<file path="config.mk">
export PLATFORM = sky130hd
export DESIGN_NAME = adventure_input_ctrl
export DESIGN_NICKNAME = d
export VERILOG_FILES = /design/src/rtl/adventure_pkg.sv /design/src/rtl/adventure_input_ctrl_debounce.sv /design/src/rtl/adventure_input_ctrl.sv
export SDC_FILE = /design/constraint.sdc
export NUM_CORES = 1
export LEC_CHECK = 0
export ABC_AREA = 1
export CORE_ASPECT_RATIO = 1.4
export CORE_UTILIZATION = 35
export DETAILED_ROUTE_END_ITERATION = 10
export GPL_ROUTABILITY_DRIVEN = 1
export PLACE_DENSITY = 0.59
export SYNTH_ARGS = -nofsm -noshare
export SYNTH_HDL_FRONTEND = slang
export SYNTH_HIERARCHICAL = 1
export SYNTH_SLANG_ARGS = --single-unit
</file>
<file path="constraint.sdc">
create_clock -name clk -period 1.65 [get_ports clk]
set_input_delay 0.4125 -clock clk [delete_from_list [all_inputs] [get_ports clk]]
set_output_delay 0.4125 -clock clk [all_outputs]
set_load 0.03 [all_outputs]
</file>
<file path="src/rtl/adventure_pkg.sv">
// Shared definitions for the adventure game input stage and game FSM.
// Direction codes, room width and button indexing live here.
package adventure_pkg;

    localparam logic [1:0] DIR_N = 2'b00;
    localparam logic [1:0] DIR_S = 2'b01;
    localparam logic [1:0] DIR_E = 2'b10;
    localparam logic [1:0] DIR_W = 2'b11;

    localparam int ROOM_W           = 3;
    localparam int DEBOUNCE_DEFAULT = 16;

    localparam int NUM_BTN   = 5;
    localparam int BTN_N     = 0;
    localparam int BTN_S     = 1;
    localparam int BTN_E     = 2;
    localparam int BTN_W     = 3;
    localparam int BTN_START = 4;

    localparam logic [7:0] MOVES_MAX = 8'hFF;

    // Fixed priority N > S > E > W over simultaneous rises.
    function automatic logic [1:0] dir_encode(input logic [3:0] rise);
        logic [1:0] code;
        code = DIR_N;
        if (rise[BTN_N]) begin
            code = DIR_N;
        end else if (rise[BTN_S]) begin
            code = DIR_S;
        end else if (rise[BTN_E]) begin
            code = DIR_E;
        end else if (rise[BTN_W]) begin
            code = DIR_W;
        end
        return code;
    endfunction

endpackage

</file>
<file path="src/rtl/adventure_input_ctrl_debounce.sv">
// One pushbutton: two-flop synchroniser followed by a stable-count
// debouncer that only accepts a level held for DEBOUNCE_CYCLES cycles.
module button_debounce
    import adventure_pkg::*;
#(
    parameter int DEBOUNCE_CYCLES = DEBOUNCE_DEFAULT,
    parameter int CNT_W           = $clog2(DEBOUNCE_CYCLES + 1)
) (
    input  logic clk,
    input  logic reset,
    input  logic raw,
    output logic db
);

    localparam logic [CNT_W-1:0] CNT_LAST = CNT_W'(DEBOUNCE_CYCLES - 1);

    logic             sync1_q;
    logic             sync2_q;
    logic             db_q;
    logic             db_d;
    logic [CNT_W-1:0] cnt_q;
    logic [CNT_W-1:0] cnt_d;

    // Two-stage synchroniser for the asynchronous raw input.
    always_ff @(posedge clk or negedge reset) begin
        if (!reset) begin
            sync1_q <= 1'b0;
            sync2_q <= 1'b0;
        end else begin
            sync1_q <= raw;
            sync2_q <= sync1_q;
        end
    end

    // Count cycles of disagreement; flip db when the run is long enough.
    always_comb begin
        db_d  = db_q;
        cnt_d = '0;
        if (sync2_q != db_q) begin
            if (cnt_q == CNT_LAST) begin
                db_d  = ~db_q;
                cnt_d = '0;
            end else begin
                cnt_d = cnt_q + 1'b1;
            end
        end
    end

    // Debounced level and its run counter.
    always_ff @(posedge clk or negedge reset) begin
        if (!reset) begin
            db_q  <= 1'b0;
            cnt_q <= '0;
        end else begin
            db_q  <= db_d;
            cnt_q <= cnt_d;
        end
    end

    assign db = db_q;

endmodule

</file>
<file path="src/rtl/adventure_input_ctrl.sv">
// Input front end: debounces five buttons, encodes direction presses,
// latches start and counts accepted moves (saturating).
module adventure_input_ctrl
    import adventure_pkg::*;
#(
    parameter int DEBOUNCE_CYCLES = DEBOUNCE_DEFAULT,
    parameter int CNT_W           = $clog2(DEBOUNCE_CYCLES + 1)
) (
    input  logic       clk,
    input  logic       reset,
    input  logic       btn_n,
    input  logic       btn_s,
    input  logic       btn_e,
    input  logic       btn_w,
    input  logic       btn_start,
    output logic [1:0] direction,
    output logic       dir_valid,
    output logic       start,
    output logic [7:0] moves
);

    logic [NUM_BTN-1:0] raw;
    logic [NUM_BTN-1:0] db;
    logic [NUM_BTN-1:0] db_d_q;
    logic [NUM_BTN-1:0] rise;

    logic [1:0] direction_q;
    logic [1:0] direction_d;
    logic       dir_valid_q;
    logic       dir_valid_d;
    logic       start_q;
    logic       start_d;
    logic [7:0] moves_q;
    logic [7:0] moves_d;

    assign raw[BTN_N]     = btn_n;
    assign raw[BTN_S]     = btn_s;
    assign raw[BTN_E]     = btn_e;
    assign raw[BTN_W]     = btn_w;
    assign raw[BTN_START] = btn_start;

    for (genvar i = 0; i < NUM_BTN; i++) begin : g_btn
        button_debounce #(
            .DEBOUNCE_CYCLES(DEBOUNCE_CYCLES),
            .CNT_W          (CNT_W)
        ) u_db (
            .clk  (clk),
            .reset(reset),
            .raw  (raw[i]),
            .db   (db[i])
        );
    end

    // Delayed copy of the debounced levels for edge detection.
    always_ff @(posedge clk or negedge reset) begin
        if (!reset) begin
            db_d_q <= '0;
        end else begin
            db_d_q <= db;
        end
    end

    assign rise = db & ~db_d_q;

    // Next-state for direction, strobe, sticky start and move counter.
    always_comb begin
        direction_d = direction_q;
        dir_valid_d = 1'b0;
        moves_d     = moves_q;
        start_d     = start_q | rise[BTN_START];
        if (|rise[BTN_W:BTN_N]) begin
            direction_d = dir_encode(rise[BTN_W:BTN_N]);
            dir_valid_d = 1'b1;
            if (moves_q != MOVES_MAX) begin
                moves_d = moves_q + 8'd1;
            end
        end
    end

    // Registered outputs.
    always_ff @(posedge clk or negedge reset) begin
        if (!reset) begin
            direction_q <= DIR_N;
            dir_valid_q <= 1'b0;
            start_q     <= 1'b0;
            moves_q     <= 8'd0;
        end else begin
            direction_q <= direction_d;
            dir_valid_q <= dir_valid_d;
            start_q     <= start_d;
            moves_q     <= moves_d;
        end
    end

    assign direction = direction_q;
    assign dir_valid = dir_valid_q;
    assign start     = start_q;
    assign moves     = moves_q;

endmodule

</file>
==> flow_metrics.env <==
export IMPL_finish_utilization_pct=44.53
export IMPL_dp_hpwl_um=2994
export IMPL_fin_tns_setup_ns=0
export IMPL_finish_instance_area_um2=2964
export IMPL_timing_final_crit_share_pct=95.71
export IMPL_antenna_found_initial=0
export IMPL_clock_sinks=57
export IMPL_critPathBufInv=1
export IMPL_place_congestion=0.7662
export IMPL_hold_viol=0
export IMPL_syn2layout_area_growth_pct=20.93
export IMPL_overflow=0
export IMPL_pwr_density_cell_nw_per_um2=924.0
export IMPL_drtAntennaViolNets=0
export IMPL_drt_pass1_iter_count=4
export IMPL_cp_cell_sequence="dlygate4sd2_1"
export IMPL_start_util_pct=36.82
export IMPL_cts_tree="built"
export IMPL_yosysUniqueCellTypes=18
export IMPL_fin_cells=415
export IMPL_clk_path_buf_depth=2
export IMPL_worstPathMaxFanout=6
export IMPL_die_width_um=72.73
export IMPL_die_area_um2=7346
export IMPL_core_area_um2=6656
export IMPL_syn_nets=296
export IMPL_ys_ff_latch=57
export IMPL_met1_usage_pct=15.70
export IMPL_synth_top_cell_area_share_pct=58.19
export IMPL_syn_inst=283
export IMPL_portBuffers=18
export IMPL_grtUsageMet3_pct=3.900
export IMPL_syn_area_per_cell_um2=8.661
export IMPL_use_met2_pct=22.43
export IMPL_cts_buffers_inserted=9
export IMPL_maxSlewHeadroom_pct=79.89
export IMPL_rsz0062_at_grt="no"
export IMPL_grt_usage_pct=13.55
export IMPL_tightest_slew_ns=0.3017
export IMPL_crit_type="reg -> out"
export IMPL_nFillCells=667
export IMPL_yosysWarnings=6
export IMPL_final_seq_area_um2=1426
export IMPL_chipHeight_um=101.0
export IMPL_grt_pass1_wl_um=7562
export IMPL_hp_class="reg -> reg"
export IMPL_cp_top_family="flip-flops"
export IMPL_end_kind="output port"
export IMPL_dp_cells=400
export IMPL_drive_above_1_share_pct=8.359
export IMPL_wirelength_um=3963
export IMPL_nNetsFinal=333
export IMPL_synthTopCellsByArea="dfrtp_1 58%, nand2_1 14%, nor2_1 7.0%, inv_1 4.9%, nand3_1 4.1%"
export IMPL_setup_violations=0
export IMPL_grt_busiest_layer="met2"
export IMPL_synth_area_um2=2451
export IMPL_post_dp_cell_area_um2=2806
export IMPL_min_period_ns=1.579
export IMPL_finalPower_mw=2.739
export IMPL_fmax_mhz=633.2
export IMPL_vias=1813
export IMPL_diodes=0
export IMPL_drc_errors=0
export IMPL_routedWlPerCell_um=9.549
export IMPL_multi_input_area_um2=889.6
export IMPL_grt_pass1_vias=1744
export IMPL_synthFlopType="dfrtp_1"
export IMPL_io_pins=19
export IMPL_synthArstFlopShare_pct=100.0
export IMPL_maxCapViolCount=0
export IMPL_crit_arrival_ns=1.17
export IMPL_cp_required_ns=1.24
export IMPL_cts_setup_buffers=0
export IMPL_synth_commonest_cells="93 x nand2_1, 57 x dfrtp_1, 46 x nor2_1"
export IMPL_drt_iter0_drc=65
export IMPL_max_stage_delay_ns=0.42
export IMPL_grt_max_degree=19
export IMPL_synth_edf_count=0
export IMPL_fin_skew_ns=0.008870
export IMPL_via_per_inst=4.369
export IMPL_leakagePower_nw=1.567
export IMPL_peakVddDrop_uv=453.4
export IMPL_outcome="complete, no violations"
export IMPL_num_rows=35
export IMPL_cts_root_buf="clkbuf_8"
export IMPL_cts_max_level=3
export IMPL_yosysMostFrequentCell="nand2_1"
export IMPL_slowest_stage="dfrtp_1"
export IMPL_drv_slew=0
export IMPL_clk_pin_slew_ns=0.06
export IMPL_netlist_top_cell_by_area="dfrtp_1"
export IMPL_clk_latency_ns=0.33
export IMPL_seq_area_frac_synth_pct=58.19
export IMPL_start_kind="flop"
-- cells in the final DEF (no fill, tap or decap), types with 5 or more instances in the layout --
cell,n
nand2_1,93
dfrtp_1,57
nor2_1,46
inv_1,32
nand3_1,20
dlygate4sd2_1,12
clkbuf_8,11
nand4_1,10
ha_1,6
buf_4,6
xnor2_1,5
clkdlybuf4s50_1,5
-- through the flow --
stage | hold WS [ns] | setup slack [ns]
floorplan | 0.1169 | 0.2214
global placement | 0.3250 | 0.1617
detailed placement | 0.3185 | 0.1357
CTS | 0.3491 | 0.04604
global route | 0.3583 | 0.01414
finish | 0.3459 | 0.07072
-- flip-flops by register name, indices dropped and copies added, names as in the netlist --
name and cells:
db_d_q 5, dir_valid 1, direction 2, g_btn.u_db/cnt_q 25, g_btn.u_db/db 5, g_btn.u_db/sync1_q 5, g_btn.u_db/sync2_q 5, moves 8
start 1
-- power by group --
part,internal (mW),total [mW],switching (mW)
sequential,1.45,1.49,0.0413
combinational,0.0635,0.151,0.0875
clock,0.612,1.10,0.488
total,2.12,2.74,0.617
-- timing repair --
item / CTS / global route
setup endpoints to repair: 12 / 0
endpoints found under the hold margin: 10 / 0
hold buffers: 1 / 0
gates resized for setup: 12 / 0
-- worst reg2reg max path, delay by kind of cell, from the launching register on --
family                     cells  cell delay, ns
buffers and inverters          1            0.15
DFF                            1            0.42
adders and majority gates      1            0.26
and+or+nand+nor                5            0.46
-- routing by layer --
metal	up-vias	wire length (um)
li1	945	-
met1	827	1690
met2	32	2025
met3	9	157
met4	0	89
met5	-	0
-- kinds of logic after synthesis --
kind of cell	Yosys count	share of synthesized area, %
AO/OA/AOI/OAI	3	0.7148
XOR/XNOR	6	2.144
adder cells (fa/ha/maj)	6	3.063
buffers and inverters	36	5.513
flip-flops	57	58.19
AND/OR/NAND/NOR	175	30.37
-- area by class of cell --
cell class / instances / area share (%)
Sequential cell: 57 / 48.12
Clock buffer: 14 / 5.488
Inverter: 36 / 4.559
Multi-Input combinational cell: 190 / 30.01
Timing Repair Buffer: 26 / 7.936
Tap cell: 92 / 3.883
-- worst paths after layout --
check | start | endpoint | slack (ns) | cells past startpoint
min in group asynchronous | reset | db_d_q[3] | 0.51 | 2
max in group asynchronous | reset | g_btn[3].u_db/cnt_q[2] | 0.60 | 3
worst max register to register | moves[0] | moves[0] | 0.26 | 7
worst max-delay path | moves[5] | moves[5] | 0.07 | 1
worst min-delay path | g_btn[2].u_db/sync1_q | g_btn[2].u_db/sync2_q | 0.35 | 0
worst min register to register | g_btn[2].u_db/sync1_q | g_btn[2].u_db/sync2_q | 0.35 | 0
(Power assumes the default switching activity.)
